--- src/rtl/display_pkg.sv ---
// Shared definitions for the 8-digit 7-segment scan scheduler.
//   NUM_DIGITS, ANODES_OFF, PWM_FULL : display-wide constants
//   phase_e                           : per-slot phase (dead time vs. lit)
//   onehot_low()                      : active-low anode pattern for one digit
//   lz_mask()                         : leading-zero suppress mask for a display word
package display_pkg;

  localparam int unsigned NUM_DIGITS = 8;
  localparam logic [7:0]  ANODES_OFF = 8'hFF;
  localparam logic [3:0]  PWM_FULL   = 4'hF;

  typedef enum logic {PH_BLANK, PH_ON} phase_e;

  function automatic logic [7:0] onehot_low(input logic [2:0] d);
    return ~(8'h01 << d);
  endfunction

  // Keep every digit at or below the most significant nonzero nibble; digit 0 always kept.
  function automatic logic [7:0] lz_mask(input logic [31:0] w);
    logic [7:0] m;
    logic       seen;
    m    = '0;
    seen = 1'b0;
    for (int i = NUM_DIGITS - 1; i >= 0; i--) begin
      seen = seen | (w[4*i +: 4] != 4'h0);
      m[i] = seen;
    end
    m[0] = 1'b1;
    return m;
  endfunction

endpackage

--- src/rtl/scan_slot_timer.sv ---
// Slot and digit counters for the display scan.
//   clk, reset  : clock, asynchronous active-high reset
//   digit       : current digit index d (0..7)
//   slot_first  : s == 0 (first cycle of a digit slot)
//   frame_wrap  : d == 7 and s == SCAN_DIV-1 (frame boundary cycle)
//   phase       : PH_BLANK while s < BLANK_CYCLES, PH_ON otherwise
module scan_slot_timer
  import display_pkg::*;
#(
  parameter int unsigned SCAN_DIV     = 12500,
  parameter int unsigned BLANK_CYCLES = 100,
  parameter int unsigned SLOT_W       = 14
) (
  input  logic       clk,
  input  logic       reset,
  output logic [2:0] digit,
  output logic       slot_first,
  output logic       frame_wrap,
  output phase_e     phase
);

  logic [SLOT_W-1:0] s_q, s_d;
  logic [2:0]        d_q, d_d;
  logic              slot_wrap;

  always_comb begin
    slot_wrap = (s_q == SLOT_W'(SCAN_DIV - 1));
    s_d       = slot_wrap ? '0 : s_q + 1'b1;
    // 3-bit digit counter wraps 7 -> 0 on its own.
    d_d       = slot_wrap ? d_q + 3'd1 : d_q;
  end

  always_ff @(posedge clk or posedge reset) begin
    if (reset) begin
      s_q <= '0;
      d_q <= '0;
    end else begin
      s_q <= s_d;
      d_q <= d_d;
    end
  end

  assign digit      = d_q;
  assign slot_first = (s_q == '0);
  assign frame_wrap = slot_wrap && (d_q == 3'd7);
  assign phase      = (s_q < SLOT_W'(BLANK_CYCLES)) ? PH_BLANK : PH_ON;

endmodule

--- src/rtl/display_scan_scheduler.sv ---
// Scans an 8-digit common-anode 7-segment display from a double-buffered 32-bit word.
//   clk, reset   : clock, asynchronous active-high reset
//   load_req/ack : requester holds load_req/load_data; ack pulses when the word is captured
//                  at a frame boundary
//   load_data    : new word, nibble d = bits [4d+3:4d], digit 0 rightmost
//   digit_en     : per-digit enable mask (live)
//   brightness   : PWM duty n/16 within ON phase, 15 = full on (live)
//   anodes       : active-low anode drives, at most one low
//   sel, nibble  : current digit index and its nibble for the downstream decoder
//   frame_start  : 1-cycle pulse at the start of the digit-0 slot
// Optional build macro LEADING_ZERO_BLANK_EN: suppresses digits above the most significant
// nonzero nibble of the captured word.
// All outputs are registered and lag the counter state by one cycle.
module display_scan_scheduler
  import display_pkg::*;
#(
  parameter int unsigned SCAN_DIV     = 12500,
  parameter int unsigned BLANK_CYCLES = 100,
  parameter int unsigned SLOT_W       = 14
) (
  input  logic        clk,
  input  logic        reset,
  input  logic        load_req,
  input  logic [31:0] load_data,
  output logic        load_ack,
  input  logic [7:0]  digit_en,
  input  logic [3:0]  brightness,
  output logic [7:0]  anodes,
  output logic [2:0]  sel,
  output logic [3:0]  nibble,
  output logic        frame_start
);

  logic [2:0] digit;
  logic       slot_first;
  logic       frame_wrap;
  phase_e     phase;

  scan_slot_timer #(
    .SCAN_DIV     (SCAN_DIV),
    .BLANK_CYCLES (BLANK_CYCLES),
    .SLOT_W       (SLOT_W)
  ) u_timer (
    .clk        (clk),
    .reset      (reset),
    .digit      (digit),
    .slot_first (slot_first),
    .frame_wrap (frame_wrap),
    .phase      (phase)
  );

  logic [3:0]  p_q, p_d;
  logic [31:0] active_q, active_d;
  logic [7:0]  anodes_q, anodes_d;
  logic [2:0]  sel_q, sel_d;
  logic [3:0]  nibble_q, nibble_d;
  logic        load_ack_q, load_ack_d;
  logic        frame_start_q, frame_start_d;
  logic        capture;
  logic        pwm_on;
  logic [7:0]  en_eff;

`ifdef LEADING_ZERO_BLANK_EN
  logic [7:0] lz_q, lz_d;
`endif

  always_comb begin
    p_d      = p_q + 4'd1;
    capture  = frame_wrap && load_req;
    active_d = capture ? load_data : active_q;
`ifdef LEADING_ZERO_BLANK_EN
    lz_d     = capture ? lz_mask(load_data) : lz_q;
    en_eff   = digit_en & lz_q;
`else
    en_eff   = digit_en;
`endif
    pwm_on   = (brightness == PWM_FULL) || (p_q < brightness);
    anodes_d = (phase == PH_ON && en_eff[digit] && pwm_on) ? onehot_low(digit) : ANODES_OFF;
    sel_d         = digit;
    nibble_d      = active_q[{digit, 2'b00} +: 4];
    frame_start_d = slot_first && (digit == 3'd0);
    load_ack_d    = capture;
  end

  always_ff @(posedge clk or posedge reset) begin
    if (reset) begin
      p_q           <= '0;
      active_q      <= '0;
      anodes_q      <= ANODES_OFF;
      sel_q         <= '0;
      nibble_q      <= '0;
      load_ack_q    <= 1'b0;
      frame_start_q <= 1'b0;
    end else begin
      p_q           <= p_d;
      active_q      <= active_d;
      anodes_q      <= anodes_d;
      sel_q         <= sel_d;
      nibble_q      <= nibble_d;
      load_ack_q    <= load_ack_d;
      frame_start_q <= frame_start_d;
    end
  end

`ifdef LEADING_ZERO_BLANK_EN
  // Nothing is suppressed until the first word is captured.
  always_ff @(posedge clk or posedge reset) begin
    if (reset) lz_q <= ANODES_OFF;
    else       lz_q <= lz_d;
  end
`endif

  assign anodes      = anodes_q;
  assign sel         = sel_q;
  assign nibble      = nibble_q;
  assign load_ack    = load_ack_q;
  assign frame_start = frame_start_q;

endmodule

--- config.mk ---
export PLATFORM = sky130hd
export DESIGN_NAME = display_scan_scheduler
export DESIGN_NICKNAME = d
export VERILOG_FILES = /design/src/rtl/display_pkg.sv /design/src/rtl/scan_slot_timer.sv /design/src/rtl/display_scan_scheduler.sv
export SDC_FILE = /design/constraint.sdc
export NUM_CORES = 1
export LEC_CHECK = 0
export BUFFER_PORTS_ARGS = -buffer_cell sky130_fd_sc_hd__clkbuf_2
export CAP_MARGIN = 25
export CORE_MARGIN = 4
export CORE_UTILIZATION = 35
export DETAILED_ROUTE_END_ITERATION = 16
export SETUP_SLACK_MARGIN = 0.15
export SLEW_MARGIN = 15
export SYNTH_ARGS = -nofsm -noshare
export SYNTH_HDL_FRONTEND = slang
export SYNTH_HIERARCHICAL = 1
export SYNTH_SLANG_ARGS = --single-unit
export TNS_END_PERCENT = 30
--- constraint.sdc ---
create_clock -name clk -period 6.5 [get_ports clk]
set_clock_uncertainty 0.15 [all_clocks]
set_input_delay 1.625 -clock clk [delete_from_list [all_inputs] [get_ports clk]]
set_output_delay 1.625 -clock clk [all_outputs]
set_load 0.05 [all_outputs]
==> results by group <==
Status
  • Outcome: finished clean

Setup path
  • Crit. End Element: flip-flop
  • Critical Path Source Type: input pin
  • Crit path max fanout: 8
  • WP data arrival: 3.03 ns
  • R2r endpoint: active_q[31]
  • Critical path cell sequence: clkbuf_2 -> inv_1 -> ha_1 -> a211o_1 -> a31oi_1 -> o2111ai_1
  • Worst-case reg-to-reg path depth: 6
  • Slowest-stage cell, CP: a31oi_1
  • WS Path Type: in2reg
  • FF-to-FF setup slack: 3.94 ns
  • CP Data Required Time: 6.58 ns
  • Crit path max-delay family: compound AO/OA/AOI/OAI gates
  • Max incr delay on CP: 0.51 ns
  • Worst path bufs/invs: 2
  • R2R Path Start: u_timer/s_q[8]

Layout
  • Share of cells above drive strength 1: 45.18%
  • Final Cell Area: 3769 um^2
  • Synthesis-to-layout area growth: 19.24%
  • Layout Nets: 351
  • Antenna Cells: 0
  • Fin util: 43.00%

Clock network
  • CTS Hold Bufs: 0
  • Post-cts sizing count: 0
  • Postcts setup bufs: 0
  • CTS clock-pin slew for the worst setup and hold paths: 0.08 ns
  • CTS Root Cell: clkbuf_8
  • H-tree levels: 3
  • Clock sink count: 70
  • CTS Buf Count: 9
  • TritonCTS clock tree: yes
  • Clk buf depth: 2
  • Clk Latency, worst-skew pair: 0.34 ns

Timing
  • Slew Limit Headroom: 48.92%
  • Tcrit/Tclk final: 45.36%
  • Final Hold Fails: 0
  • RSZ-0062 raised after global routing: false
  • Final setup violation count: 0
  • Minimum clock period: 2.948 ns
  • Peak Freq: 0.3392 GHz
  • Least-Margin Pin Slew: 0.7662 ns
  • Slew Viols, Final: 0
  • Setup TNS: 0 ns
  • Hold slack final: 0.3275 ns

Yosys
  • Seq cells post-synth: 70
  • Post-Synthesis Cell Area: 3161 um^2
  • Ys Warns: 6
  • Syn avg cell area: 13.80 um^2
  • Sequential area share after synthesis: 55.74%
  • Synth Net Count: 284
  • Synthesized instance count: 229
  • Post-synth cell types: 42

Route
  • 1st-iter DRT viols: 113
  • Drt wl/cell: 15.32 um
  • Met2 wire len: 2809 um
  • First-pass DRT Iterations: 4
  • M1 WL: 2745 um
  • Routed wire length: 6267 um
  • Top layer in use: met4
  • Number of vias per cell: 5.015
  • Vias: 2,051
  • Residual DRC count: 0
  • Met3 WL post-DR: 625 um
  • Antenna Nets Post-Route: 0

GRT
  • Tot GR Track Use: 12.89%
  • First-pass GRT wire length: 10,380 um
  • Initial antenna violation count: 0
  • Grt ovf: 0
  • Pin count of the biggest net entering global routing: 42
  • Vias in the first global route: 2,123

Floorplanning
  • I/O pins: 64
  • Site Rows: 34
  • Die Wd: 103.0 um
  • Initial Util: 36.07%
  • Chip height: 103.0 um
  • DIE AREA: 10,610 um^2
  • Core area: 8763 um^2

Placed design
  • Final RePlAce weighted congestion: 0.7651
  • I/O Buffers: 63
  • Post-place instance area: 3568 um^2
  • DP HPWL: 4454 um

Worst hold path
  • Hold path startpoint: p_q[3]
  • Worst Hold Class: reg2reg
  • Worst Hold Depth: 1
  • Hold Path Sink: p_q[3]

Flow run
  • MaxCap Viol Count: 0

Power and ir drop
  • Cell area power density: 217.0 nW/um^2
  • Static Leak: 1.898 nW
  • Worst vdd rail ir drop: 103.8 uV
-- sequential cells by signal, indices dropped and copies added, names as in the netlist --
register,count
sel,3
nibble,4
frame_start,1
anodes,8
u_timer/digit,3
load_ack,1
u_timer/s_q,14
active_q,32
p_q,4
-- worst max-delay path by stage --
stage,from,endpoint,slack [ns],cells past startpoint
6_report,brightness[2],anodes[3],3.55,6
3_5_place_dp,brightness[2],anodes[3],3.18,6
3_3_place_gp,brightness[2],anodes[3],3.22,6
2_1_floorplan,reset,active_q[0],3.45,1
5_1_grt,brightness[2],anodes[3],3.45,6
4_1_cts,brightness[2],anodes[3],3.55,6
-- power by group --
group           total, W  switching [W]  internal, W
clock network   0.000356       0.000168     0.000188
logic          0.0000264      0.0000153    0.0000111
registers       0.000435              0     0.000435
total           0.000818       0.000183     0.000634
-- layout by cell type (no fill, tap or decap), drive strengths merged, types with 2 or more instances in the layout --
cell	Yosys	routed
nor3b	3	3
o21ai	5	5
xor2	6	6
a21oi	3	3
mux2	38	38
or4	2	2
inv	12	12
a31oi	2	2
or3	3	3
nor3	4	4
xnor2	5	5
clkinvlp	0	2
ha	8	8
clkbuf	3	74
buf	6	2
mux4	8	8
dfstp	8	8
clkinv	0	2
o2111ai	6	6
nand2	7	7
and3b	2	2
nor4	5	5
dfrtp	62	62
nand3	7	7
nor2	6	6
nand4	7	7
-- synth_stat cells (all sizes together) --
library cell / n / area [um^2]
dfrtp: 62 / 1551
mux2: 38 / 439.2
inv: 12 / 45.04
dfstp: 8 / 210.2
ha: 8 / 100.1
mux4: 8 / 198.9
nand2: 7 / 26.28
nand3: 7 / 35.03
nand4: 7 / 43.79
buf: 6 / 46.29
nor2: 6 / 22.52
o2111ai: 6 / 52.55
xor2: 6 / 52.55
nor4: 5 / 46.29
o21ai: 5 / 25.02
xnor2: 5 / 43.79
nor3: 4 / 20.02
a21oi: 3 / 15.01
clkbuf: 3 / 11.26
nor3b: 3 / 22.52
or3: 3 / 18.77
a31oi: 2 / 12.51
and3b: 2 / 17.52
or4: 2 / 18.77
a211o: 1 / 8.760
and2: 1 / 6.260
and2b: 1 / 8.760
and3: 1 / 7.510
nand2b: 1 / 6.260
nand3b: 1 / 7.510
nor4b: 1 / 8.760
o211ai: 1 / 7.510
o21ba: 1 / 10.01
o31ai: 1 / 7.510
or2: 1 / 6.260
-- layer usage --
metal  vias up  track usage [%]
li1        974                -
met1       990            16.51
met2        77            20.13
met3        10            5.210
met4         0            3.884
met5         -                0
-- cells by family after synthesis --
family                   share of synthesized area (%)
AO/OA/AOI/OAI                                    4.394
XOR/XNOR                                         3.048
adder cells (fa/ha/maj)                          3.167
buffers and inverters                            3.246
flip-flops                                       55.74
multiplexers                                     20.19
AND/OR/NAND/NOR                                  10.21
-- final cells by class --
| cell class | instances | area [um^2] |
|---|---|---|
| clock buffers | 11 | 141.4 |
| clock inverters | 5 | 58.81 |
| fillers | 827 | 4995 |
| inverters | 12 | 45.04 |
| multi-input cells | 138 | 1296 |
| flip-flops and latches | 70 | 1762 |
| well taps | 108 | 135.1 |
| repair buffers | 65 | 330.3 |
-- metrics by stage --
step	std cells	setup slack [ns]	power, W
detailed placement	393	3.175	0.0004715
global route	409	3.449	0.0008537
CTS	409	3.548	0.0008291
finish	409	3.552	0.0008176
global placement	393	3.224	0.0004710
floorplan	229	3.452	0.0004527
Note: power is estimated with default switching activity, not from simulation.
